--- config.mk ---
export PLATFORM = sky130hd
export DESIGN_NAME = soin_bpredictor_update
export DESIGN_NICKNAME = d
export VERILOG_FILES = /design/src/rtl/soin_bpredictor_pkg.sv /design/src/rtl/soin_bpredictor_ctr_update.sv /design/src/rtl/soin_bpredictor_update.sv
export SDC_FILE = /design/constraint.sdc
export NUM_CORES = 1
export LEC_CHECK = 0
export CELL_PAD_IN_SITES_DETAIL_PLACEMENT = 1
export CELL_PAD_IN_SITES_GLOBAL_PLACEMENT = 2
export CORE_MARGIN = 8
export CORE_UTILIZATION = 30
export CTS_CLUSTER_SIZE = 8
export DETAILED_ROUTE_END_ITERATION = 6
export PLACE_DENSITY_LB_ADDON = 0.25
export RECOVER_POWER = 50
export REMOVE_ABC_BUFFERS = 1
export SETUP_SLACK_MARGIN = 0.1
export SLEW_MARGIN = 20
export SYNTH_ARGS = -nofsm -noshare
export SYNTH_HDL_FRONTEND = slang
export SYNTH_SLANG_ARGS = --single-unit
export TNS_END_PERCENT = 20
--- constraint.sdc ---
create_clock -name clk -period 4.4 [get_ports clk]
set_input_delay 0.88 -clock clk [delete_from_list [all_inputs] [get_ports clk]]
set_output_delay 0.88 -clock clk [all_outputs]
set_load 0.01 [all_outputs]
--- src/rtl/soin_bpredictor_pkg.sv ---
// Shared definitions for the branch-predictor update path: meta field layout,
// queue geometry, counter width and the queued-entry record.
package soin_bpredictor_pkg;

   // Fetch/update meta word layout.
   localparam int BP_META_WIDTH  = 32;
   localparam int META_IDX_LSB   = 0;
   localparam int META_IDX_W     = 8;
   localparam int META_CTR_LSB   = 8;
   localparam int META_CTR_W     = 8;
   localparam int META_BE_LSB    = 16;
   localparam int META_BE_W      = 4;
   localparam int META_TMISS_BIT = 20;
   localparam int META_USED_W    = META_BE_LSB + META_BE_W;

   // Saturating counters packed four to a byte.
   localparam int CTR_WIDTH      = 2;

   // Update queue geometry.
   localparam int FIFO_DEPTH     = 4;
   localparam int PTR_W          = $clog2(FIFO_DEPTH);
   localparam int CNT_W          = PTR_W + 1;

   // One pending predictor write.
   typedef struct packed {
      logic [31:0]           pc;
      logic [31:0]           target;
      logic                  dir;
      logic                  miss;
      logic [META_IDX_W-1:0] idx;
      logic [META_CTR_W-1:0] new_byte;
      logic [META_BE_W-1:0]  be;
   } bp_entry_t;

   // Byte lane within the predictor row holding this PC's counter.
   function automatic logic [META_BE_W-1:0] be_onehot(input logic [1:0] bsel);
      be_onehot = META_BE_W'(1) << bsel;
   endfunction

endpackage

--- src/rtl/soin_bpredictor_ctr_update.sv ---
// Updates one 2-bit saturating counter inside a counter byte; the other three
// counters pass through untouched.
module soin_bpredictor_ctr_update
   import soin_bpredictor_pkg::*;
(
   input  logic [META_CTR_W-1:0] ctr_byte,
   input  logic [1:0]            sel,
   input  logic                  dir,
   output logic [META_CTR_W-1:0] new_byte
);

   logic [CTR_WIDTH-1:0] ctr_cur;
   logic [CTR_WIDTH-1:0] ctr_nxt;

   // Saturating increment on taken, saturating decrement on not-taken.
   // NOTE: every output of a combinational block gets a value on every path
   // (defaults first) so no latch is inferred.
   always_comb begin
      ctr_cur  = ctr_byte[{sel, 1'b0} +: CTR_WIDTH];
      ctr_nxt  = ctr_cur;
      new_byte = ctr_byte;
      if (dir) begin
         if (ctr_cur != '1) ctr_nxt = ctr_cur + CTR_WIDTH'(1);
      end else begin
         if (ctr_cur != '0) ctr_nxt = ctr_cur - CTR_WIDTH'(1);
      end
      new_byte[{sel, 1'b0} +: CTR_WIDTH] = ctr_nxt;
   end

endmodule

--- src/rtl/soin_bpredictor_update.sv ---
// Collects resolved branches from execute, computes the new counter byte
// (forwarding from the newest queued write to the same byte), queues the
// writes in a small FIFO drained toward the predictor, and raises a one-cycle
// fetch redirect on mispredicts independent of the queue.
module soin_bpredictor_update
   import soin_bpredictor_pkg::*;
(
   input  logic                     clk,
   input  logic                     reset,
   input  logic                     ex_valid,
   output logic                     ex_ready,
   input  logic [31:0]              ex_PC,
   input  logic [31:0]              ex_target,
   input  logic                     ex_dir,
   input  logic                     ex_p_dir,
   input  logic [BP_META_WIDTH-1:0] ex_meta,
   input  logic                     soin_bpredictor_stall,
   output logic                     execute_bpredictor_update,
   output logic [31:0]              execute_bpredictor_PC,
   output logic [31:0]              execute_bpredictor_target,
   output logic                     execute_bpredictor_dir,
   output logic                     execute_bpredictor_miss,
   output logic [BP_META_WIDTH-1:0] execute_bpredictor_meta,
   output logic                     fetch_redirect,
   output logic [31:0]              fetch_redirect_PC
);

   bp_entry_t             fifo_mem [FIFO_DEPTH];
   logic [PTR_W-1:0]      wr_ptr_q;
   logic [PTR_W-1:0]      rd_ptr_q;
   logic [CNT_W-1:0]      count_q;

   logic                  push;
   logic                  pop;
   logic                  not_empty;
   logic [PTR_W-1:0]      newest_ptr;
   bp_entry_t             newest;
   bp_entry_t             head;
   bp_entry_t             enq;
   logic [META_IDX_W-1:0] idx;
   logic [META_BE_W-1:0]  be;
   logic                  fwd_hit;
   logic [META_CTR_W-1:0] base_byte;
   logic [META_CTR_W-1:0] upd_byte;
   logic                  miss;

   // Meta bits this block never consumes on the input side.
   logic unused_meta;
   assign unused_meta = ^{ex_meta[BP_META_WIDTH-1:META_TMISS_BIT+1],
                          ex_meta[META_TMISS_BIT-1:META_BE_LSB]};

   // Handshake: a pop frees a slot in the same cycle, so full+pop still accepts.
   always_comb begin
      not_empty = (count_q != '0);
      pop       = not_empty & ~soin_bpredictor_stall;
      ex_ready  = (count_q != CNT_W'(FIFO_DEPTH)) | pop;
      push      = ex_valid & ex_ready;
   end

   // Counter-byte base selection with forwarding from the newest queued entry.
   always_comb begin
      idx        = ex_meta[META_IDX_LSB +: META_IDX_W];
      be         = be_onehot(ex_PC[5:4]);
      newest_ptr = wr_ptr_q - PTR_W'(1);
      newest     = fifo_mem[newest_ptr];
      fwd_hit    = not_empty && (newest.idx == idx) && (newest.be == be);
      base_byte  = fwd_hit ? newest.new_byte : ex_meta[META_CTR_LSB +: META_CTR_W];
      miss       = (ex_dir ^ ex_p_dir) | (ex_dir & ex_p_dir & ex_meta[META_TMISS_BIT]);
   end

   soin_bpredictor_ctr_update u_ctr_update (
      .ctr_byte (base_byte),
      .sel      (ex_PC[3:2]),
      .dir      (ex_dir),
      .new_byte (upd_byte)
   );

   // Assemble the entry to enqueue.
   always_comb begin
      enq.pc       = ex_PC;
      enq.target   = ex_target;
      enq.dir      = ex_dir;
      enq.miss     = miss;
      enq.idx      = idx;
      enq.new_byte = upd_byte;
      enq.be       = be;
   end

   // Queue pointers and occupancy; reset discards everything queued.
   // NOTE: sequential state uses non-blocking assignments so every register
   // samples pre-edge values regardless of statement order.
   always_ff @(posedge clk or negedge reset) begin
      if (!reset) begin
         wr_ptr_q <= '0;
         rd_ptr_q <= '0;
         count_q  <= '0;
      end else begin
         if (push) wr_ptr_q <= wr_ptr_q + PTR_W'(1);
         if (pop)  rd_ptr_q <= rd_ptr_q + PTR_W'(1);
         count_q <= count_q + CNT_W'(push) - CNT_W'(pop);
      end
   end

   // Queue storage write.
   // NOTE: storage is not reset; occupancy gates every read, so stale contents
   // are never observed.
   always_ff @(posedge clk) begin
      if (push) fifo_mem[wr_ptr_q] <= enq;
   end

   // Predictor write port driven straight from the registered head entry.
   always_comb begin
      head                      = fifo_mem[rd_ptr_q];
      execute_bpredictor_update = pop;
      execute_bpredictor_PC     = '0;
      execute_bpredictor_target = '0;
      execute_bpredictor_dir    = 1'b0;
      execute_bpredictor_miss   = 1'b0;
      execute_bpredictor_meta   = '0;
      if (not_empty) begin
         execute_bpredictor_PC     = head.pc;
         execute_bpredictor_target = head.target;
         execute_bpredictor_dir    = head.dir;
         execute_bpredictor_miss   = head.miss;
         execute_bpredictor_meta   = {{(BP_META_WIDTH-META_USED_W){1'b0}},
                                      head.be, head.new_byte, head.idx};
      end
   end

   // One-cycle redirect for every accepted mispredict, independent of drain.
   always_ff @(posedge clk or negedge reset) begin
      if (!reset) begin
         fetch_redirect    <= 1'b0;
         fetch_redirect_PC <= '0;
      end else begin
         fetch_redirect <= push & miss;
         if (push & miss) fetch_redirect_PC <= ex_dir ? ex_target : ex_PC + 32'd4;
      end
   end

endmodule

==> flow_summary.ini, run 1 <==
[place]
gp_congestion = 0.7315
place.port_buffers = 207
dp.cells = 1846
post-dp-hpwl_um = 29290
place_ws_ns = 0.05513

[grt]
grt_pass1_wl_um = 69510
grt_pass1_vias = 10609
grt_start_max_net_pins = 88
gr-usage-all-layers_pct = 14.61
antenna_found_initial = 7
grt_remaining_overflow = 0

[synthesis]
yosys-top-cells-area = edfxtp_1 62%, mux4_2 14%, dfrtp_1 6.0%, nor2b_1 3.4%, xor2_1 1.2%
synth_edf_count = 344
synth_top_area_share_pct = 62.27
synth.most_common_cell = edfxtp_1
netlist_area_um2 = 16590
async_flop_share_pct = 10.42
postSynthCellCount = 956
yosys_warnings = 0
synthFlopType = edfxtp_1
yosysUniqueCellTypes = 46
ys_top_cells_by_count = 344 x edfxtp_1, 106 x mux4_2, 89 x nor2b_1
synth_seq_cells = 384
syn_area_per_cell_um2 = 17.35
yosysSeqAreaShare_pct = 68.31
synth_top_cell_by_area = edfxtp_1

[worst_setup_path]
critPathLaunchType = flip-flop
r2r-start = wr_ptr_q[0]$_DFFE_PN0P_
crit_slowest_cell = a2111oi_4
worstSetupEndpointType = flip-flop
cp_max_fo = 21
r2r_slack_ns = 0.38
crit_required_ns = 4.68
cp.arrival_ns = 4.30
rr_worst_depth = 12
path_delay_family = compound AO/OA/AOI/OAI gates
path_cells = inv_1 > ha_1 > buf_12 > mux2i_1 > mux2_2 > a41o_1 > a2111oi_4 > buf_12 > mux4_1 > o21ai_0 > a22o_1 > o22ai_1
cp_num_buf_inv = 3
critPathMaxStageDelay_ns = 0.41
cpMostUsedCell = buf_12
path_class = flip-flop to flip-flop
rr_endpoint = fifo_mem[3][6]$_DFFE_PP_

[timing]
finalMaxSlewViolations = 142
finalCritPeriodShare_pct = 91.38
max_freq_mhz = 248.7
worstMarginPinSlew_ns = 2.332
fin_setup_tns_ns = 0
max_slew_margin_pct = -55.48
finalSetupViolCount = 0
rsz0062_at_grt = false
hold_viol = 0
final.setup.worst_slack_ns = 0.3791
finClkSkew_ns = 0.01895
fin_crit_ns = 4.021

[worst_hold_path]
min_path_type = flip-flop to flip-flop
min_from = fetch_redirect_PC[13]$_DFFE_PN0P_
worstHoldPathCells = 2
holdPathEnd = fetch_redirect_PC[13]$_DFFE_PN0P_

[power]
p_leak_uw = 0.007117
power.density_nw_per_um2 = 686.8
ir_worst_vdd_uv = 338.1

[clock_network]
postCtsHoldBufs = 0
cts-htree-levels = 2
cts_setup_buffers = 0
clkSlewWorstSetupHoldPaths_ns = 0.05
cts_resized = 0
worstSkewPairLatency_ns = 0.59
clock-sinks = 384
cts_buffers = 53
cts_max_path_buffers = 3
cts_tree = built
root_buffer = clkbuf_16

[floorplanning]
ioPinCount = 235
die_height_um = 251.2
die_w_um = 251.2
num_rows = 86
die-area_um2 = 63080
start_util_pct = 30.23
core_region_area_um2 = 54880

[finish]
area_growth_pct = 27.65
fin_cells = 1949
post-route-util_pct = 38.59
fill_cells = 5515
drive_gt1_share_pct = 15.70
num-nets-final = 1313

[detailed_routing]
postRouteAntennaNets = 0
dr.pass1.iters = 4
via_per_inst = 4.812
drt_first_iter_violations = 567
wire_per_inst_um = 23.70
vias = 9378
drc = 0
route.final.wire_length_um = 46190

[run]
drv_cap = 5

[outcome]
violations = max-capacitance violations, max-slew violations
status = finished with violations
[worst register-to-register path: cells and delay by family, from the launching register on]
kind | cells | cell delay (ns)
buf+inv | 3 | 0.55
mux | 3 | 1.10
compound gates | 5 | 1.36
fa+ha+maj | 1 | 0.38
flops | 1 | 0.34
[worst max-delay path by stage]
stage               slack, ns                  endpoint  cells after the start                     from
floorplan               -2.67      count_q[2]$_DFF_PN0_                      9     count_q[1]$_DFF_PN0_
global placement         0.12  fifo_mem[1][6]$_DFFE_PP_                     10                 ex_PC[4]
detailed placement       0.06  fifo_mem[0][4]$_DFFE_PP_                     10                 ex_PC[4]
CTS                      0.35  fifo_mem[3][4]$_DFFE_PP_                     10  wr_ptr_q[0]$_DFFE_PN0P_
global route             0.12  fifo_mem[2][6]$_DFFE_PP_                     12  wr_ptr_q[0]$_DFFE_PN0P_
finish                   0.38  fifo_mem[3][6]$_DFFE_PP_                     12  wr_ptr_q[0]$_DFFE_PN0P_
[per-stage QoR]
stage | instance area [um^2] | hold WS, ns | total power (uW)
2_1_floorplan | 16320 | 0.5026 | 8272
3_3_place_gp | 19670 | 0.4642 | 10960
3_5_place_dp | 19670 | 0.4757 | 11020
4_1_cts | 21220 | 0.3739 | 14930
5_1_grt | 21170 | 0.5107 | 15360
6_report | 21180 | 0.4824 | 14540
[routing by layer]
layer / part of all wire, % / global-route usage [%] / vias up
met5: 0.074 / 0 / -
met3: 5.1 / 3.305 / 64
met4: 1.7 / 4.090 / 6
met1: 44 / 18.99 / 4912
met2: 49 / 24.43 / 196
li1: - / - / 4200
[final cells by class]
| class | count | area (um^2) | share of cell area, % |
|---|---|---|---|
| inverter | 19 | 71.32 | 0.3368 |
| clock inverter | 1 | 8.758 | 0.04136 |
| clock buffer | 99 | 1541 | 7.280 |
| tap | 704 | 880.8 | 4.160 |
| multi-input combinational | 500 | 4916 | 23.22 |
| antenna | 3 | 7.507 | 0.03545 |
| sequential | 384 | 11340 | 53.55 |
| timing repair buffer | 239 | 2411 | 11.39 |
[sequential cells by signal (all words and copies together), names as in the netlist]
name	cells
rd_ptr_q	2
count_q	3
fetch_redirect_PC	32
fetch_redirect	1
wr_ptr_q	2
fifo_mem	344
[placed cells by master (no fill, tap or decap), types with 3 or more instances in the layout]
cell,synthesis,final
and3_1,8,8
clkbuf_1,32,53
nand4_1,6,6
nor2_1,32,32
buf_4,13,14
ha_1,13,13
or3_1,5,5
o21ai_1,6,6
edfxtp_1,344,344
o21ai_0,33,33
mux4_2,106,106
xor2_1,23,23
xnor2_1,17,17
conb_1,1,12
nand3_1,19,19
clkbuf_16,0,55
nor2b_1,89,89
a21oi_1,35,35
nor3_1,4,4
clkdlybuf4s50_1,0,131
mux2i_1,13,13
diode_2,0,3
inv_1,19,19
mux4_1,5,5
o22ai_1,8,8
dfrtp_1,40,38
nand2_1,45,44
buf_12,0,11
dlygate4sd3_1,0,74
[where the power goes]
group	switching, uW	total [uW]	internal, uW
Sequential	313	5120	4810
Clock	1500	3820	2320
Combinational	2700	5600	2900
Total	4510	14500	10000
[kinds of logic (layout without fill, tap and decap cells)]
group / Yosys count / count (layout) / synth area share [%]
DFF: 384 / 384 / 68.31
and+or+nand+nor: 219 / 219 / 7.015
muxes: 126 / 126 / 16.10
AOI/OAI and AO/OA: 89 / 89 / 3.017
buffers and inverters: 83 / 358 / 2.323
xor gates and xnor gates: 40 / 40 / 2.112
adders and majority gates: 14 / 14 / 1.101
other: 1 / 15 / 0.02261
(Power assumes the default switching activity.)
==> run 2, diff against run 1 <==
- CTS_CLUSTER_DIAMETER: not set -> 60
==> run 2 against run 1 <==
  * Clock-buffer cell count down 1
  * Total power up 0.61%
  * The flow still finishes with violations (max-capacitance violations, max-slew violations)
  * Global-route usage hardly changed
==> flow_summary.ini, run 2 (same netlist as run 1, synthesis figures left out) <==
[finish]
num-nets-final = 1315
fin_area_um2 = 21220
area_growth_pct = 27.95
fill_cells = 5535
regMostFlops = fifo_mem
mostFrequentLayoutCells = 344 x edfxtp_1, 131 x clkdlybuf4s50_1, 106 x mux4_2
top_regs = fifo_mem (344), fetch_redirect_PC (32), count_q (3)
largest_reg_flops = 344
final_common_cell = edfxtp_1
drive_gt1_share_pct = 16.21

[detailed_routing]
drt_first_iter_violations = 547
route.final.wire_length_um = 46460
postRouteAntennaNets = 0
via_per_inst = 4.839
wire_per_inst_um = 23.79
dr.pass1.iters = 6
vias = 9451
drc = 0

[clock_network]
clkSlewWorstSetupHoldPaths_ns = 0.05
cts_tree = built
clock-sinks = 384
root_buffer = clkbuf_16
cts_max_path_buffers = 3
cts-htree-levels = 2
cts_buffers = 55
postCtsHoldBufs = 0
worstSkewPairLatency_ns = 0.59
cts_setup_buffers = 0
cts_resized = 0

[worst_setup_path]
crit_required_ns = 4.69
cp_max_fo = 21
critPathMaxStageDelay_ns = 0.41
critPathLaunchType = flip-flop
crit_slowest_cell = a2111oi_4
worstSetupEndpointType = flip-flop
path_class = flip-flop to flip-flop
path_cells = inv_1 > ha_1 > buf_12 > mux2i_1 > mux2_2 > a41o_1 > a2111oi_4 > buf_12 > mux4_1 > o21ai_0 > a22o_1 > o22ai_1
cp.arrival_ns = 4.32
cpMostUsedCell = buf_12

[timing]
rsz0062_at_grt = false
fin_crit_ns = 4.022
fin_setup_tns_ns = 0
worstMarginPinSlew_ns = 2.342
finClkSkew_ns = 0.01450
max_freq_mhz = 248.6
hold_viol = 0
max_slew_margin_pct = -56.14
finalMaxSlewViolations = 142
finalSetupViolCount = 0
finalCritPeriodShare_pct = 91.41

[floorplanning]
die_height_um = 251.2
die-area_um2 = 63080
start_util_pct = 30.23
ioPinCount = 235
core_region_area_um2 = 54880
num_rows = 86
die_w_um = 251.2

[place]
gp_congestion = 0.7315
place_area_um2 = 19670
place.port_buffers = 207
post-dp-hpwl_um = 29290

[power]
power.density_nw_per_um2 = 689.4
p_leak_uw = 0.007149
ir_worst_vdd_uv = 434.3

[grt]
gr-usage-all-layers_pct = 14.65
grt_remaining_overflow = 0
grt_start_max_net_pins = 88
grt_pass1_wl_um = 69520
grt_pass1_vias = 10607
antenna_found_initial = 7

[worst_hold_path]
min_path_type = flip-flop to flip-flop

[outcome]
status = finished with violations
violations = max-capacitance violations, max-slew violations

[run]
drv_cap = 5
## run 2: changes by cell type in the layout (fill, tap and decap cells not counted)
| cell | delta |
|---|---|
| clkbuf_1 | -3 |
| clkbuf_8 | +2 |
| clkinv_2 | +3 |
| inv_6 | +2 |
## run 2: metal layers
metal  GRT usage, %  vias to the layer above  share of wire, %
met5              0                        -             0.077
met3          3.387                       72               5.0
met4          4.257                        6               2.0
met2          24.34                      214                49
met1          19.05                     4954                44
li1               -                     4205                 -
## run 2: where the power goes
part	switching, uW	internal [uW]
Sequential	315	4810
Combinational	2700	2900
Clock	1540	2360
## run 2: path summary, 6_finish.rpt
path                                                         from                                 to  slack (ns)  cells past startpoint
worst max-delay path                      wr_ptr_q[0]$_DFFE_PN0P_           fifo_mem[2][6]$_DFFE_PP_        0.38                     12
worst min-delay path            fetch_redirect_PC[13]$_DFFE_PN0P_  fetch_redirect_PC[13]$_DFFE_PN0P_        0.48                      2
worst max register to register            wr_ptr_q[0]$_DFFE_PN0P_           fifo_mem[2][6]$_DFFE_PP_        0.38                     12
worst min register to register  fetch_redirect_PC[13]$_DFFE_PN0P_  fetch_redirect_PC[13]$_DFFE_PN0P_        0.48                      2
max in group asynchronous                                   reset            rd_ptr_q[1]$_DFFE_PN0P_        1.10                      2
min in group asynchronous                                   reset  fetch_redirect_PC[24]$_DFFE_PN0P_        0.75                      1
## run 2: final cells by class
| type | instances | area, um^2 | share of cell area (%) |
|---|---|---|---|
| antenna | 3 | 7.507 | 0.03537 |
| clock buffer | 98 | 1558 | 7.339 |
| clock inverter | 6 | 41.29 | 0.1945 |
| inverter | 19 | 71.32 | 0.3360 |
| multi-input combinational | 500 | 4916 | 23.16 |
| sequential | 384 | 11340 | 53.42 |
| tap | 704 | 880.8 | 4.150 |
| timing repair buffer | 239 | 2411 | 11.36 |
## run 2: metrics by stage
stage	power (uW)	cells	utilization, %	setup WS (ns)	hold slack (ns)
6_report	14630	1953	38.68	0.3779	0.4824
5_1_grt	15450	1951	38.67	0.1359	0.5109
2_1_floorplan	8272	903	-	-2.672	0.5026
3_5_place_dp	11020	1846	35.85	0.05513	0.4757
4_1_cts	15020	1950	38.76	0.3490	0.3574
3_3_place_gp	10960	1846	35.85	0.1172	0.4642
## run 2: worst max-delay path, delay by kind of cell, from the launching register on
kind	cells	cell delay, ns
AO/OA/AOI/OAI	5	1.36
adder cells (fa/ha/maj)	1	0.38
buffers and inverters	3	0.56
flip-flops	1	0.34
multiplexers	3	1.10
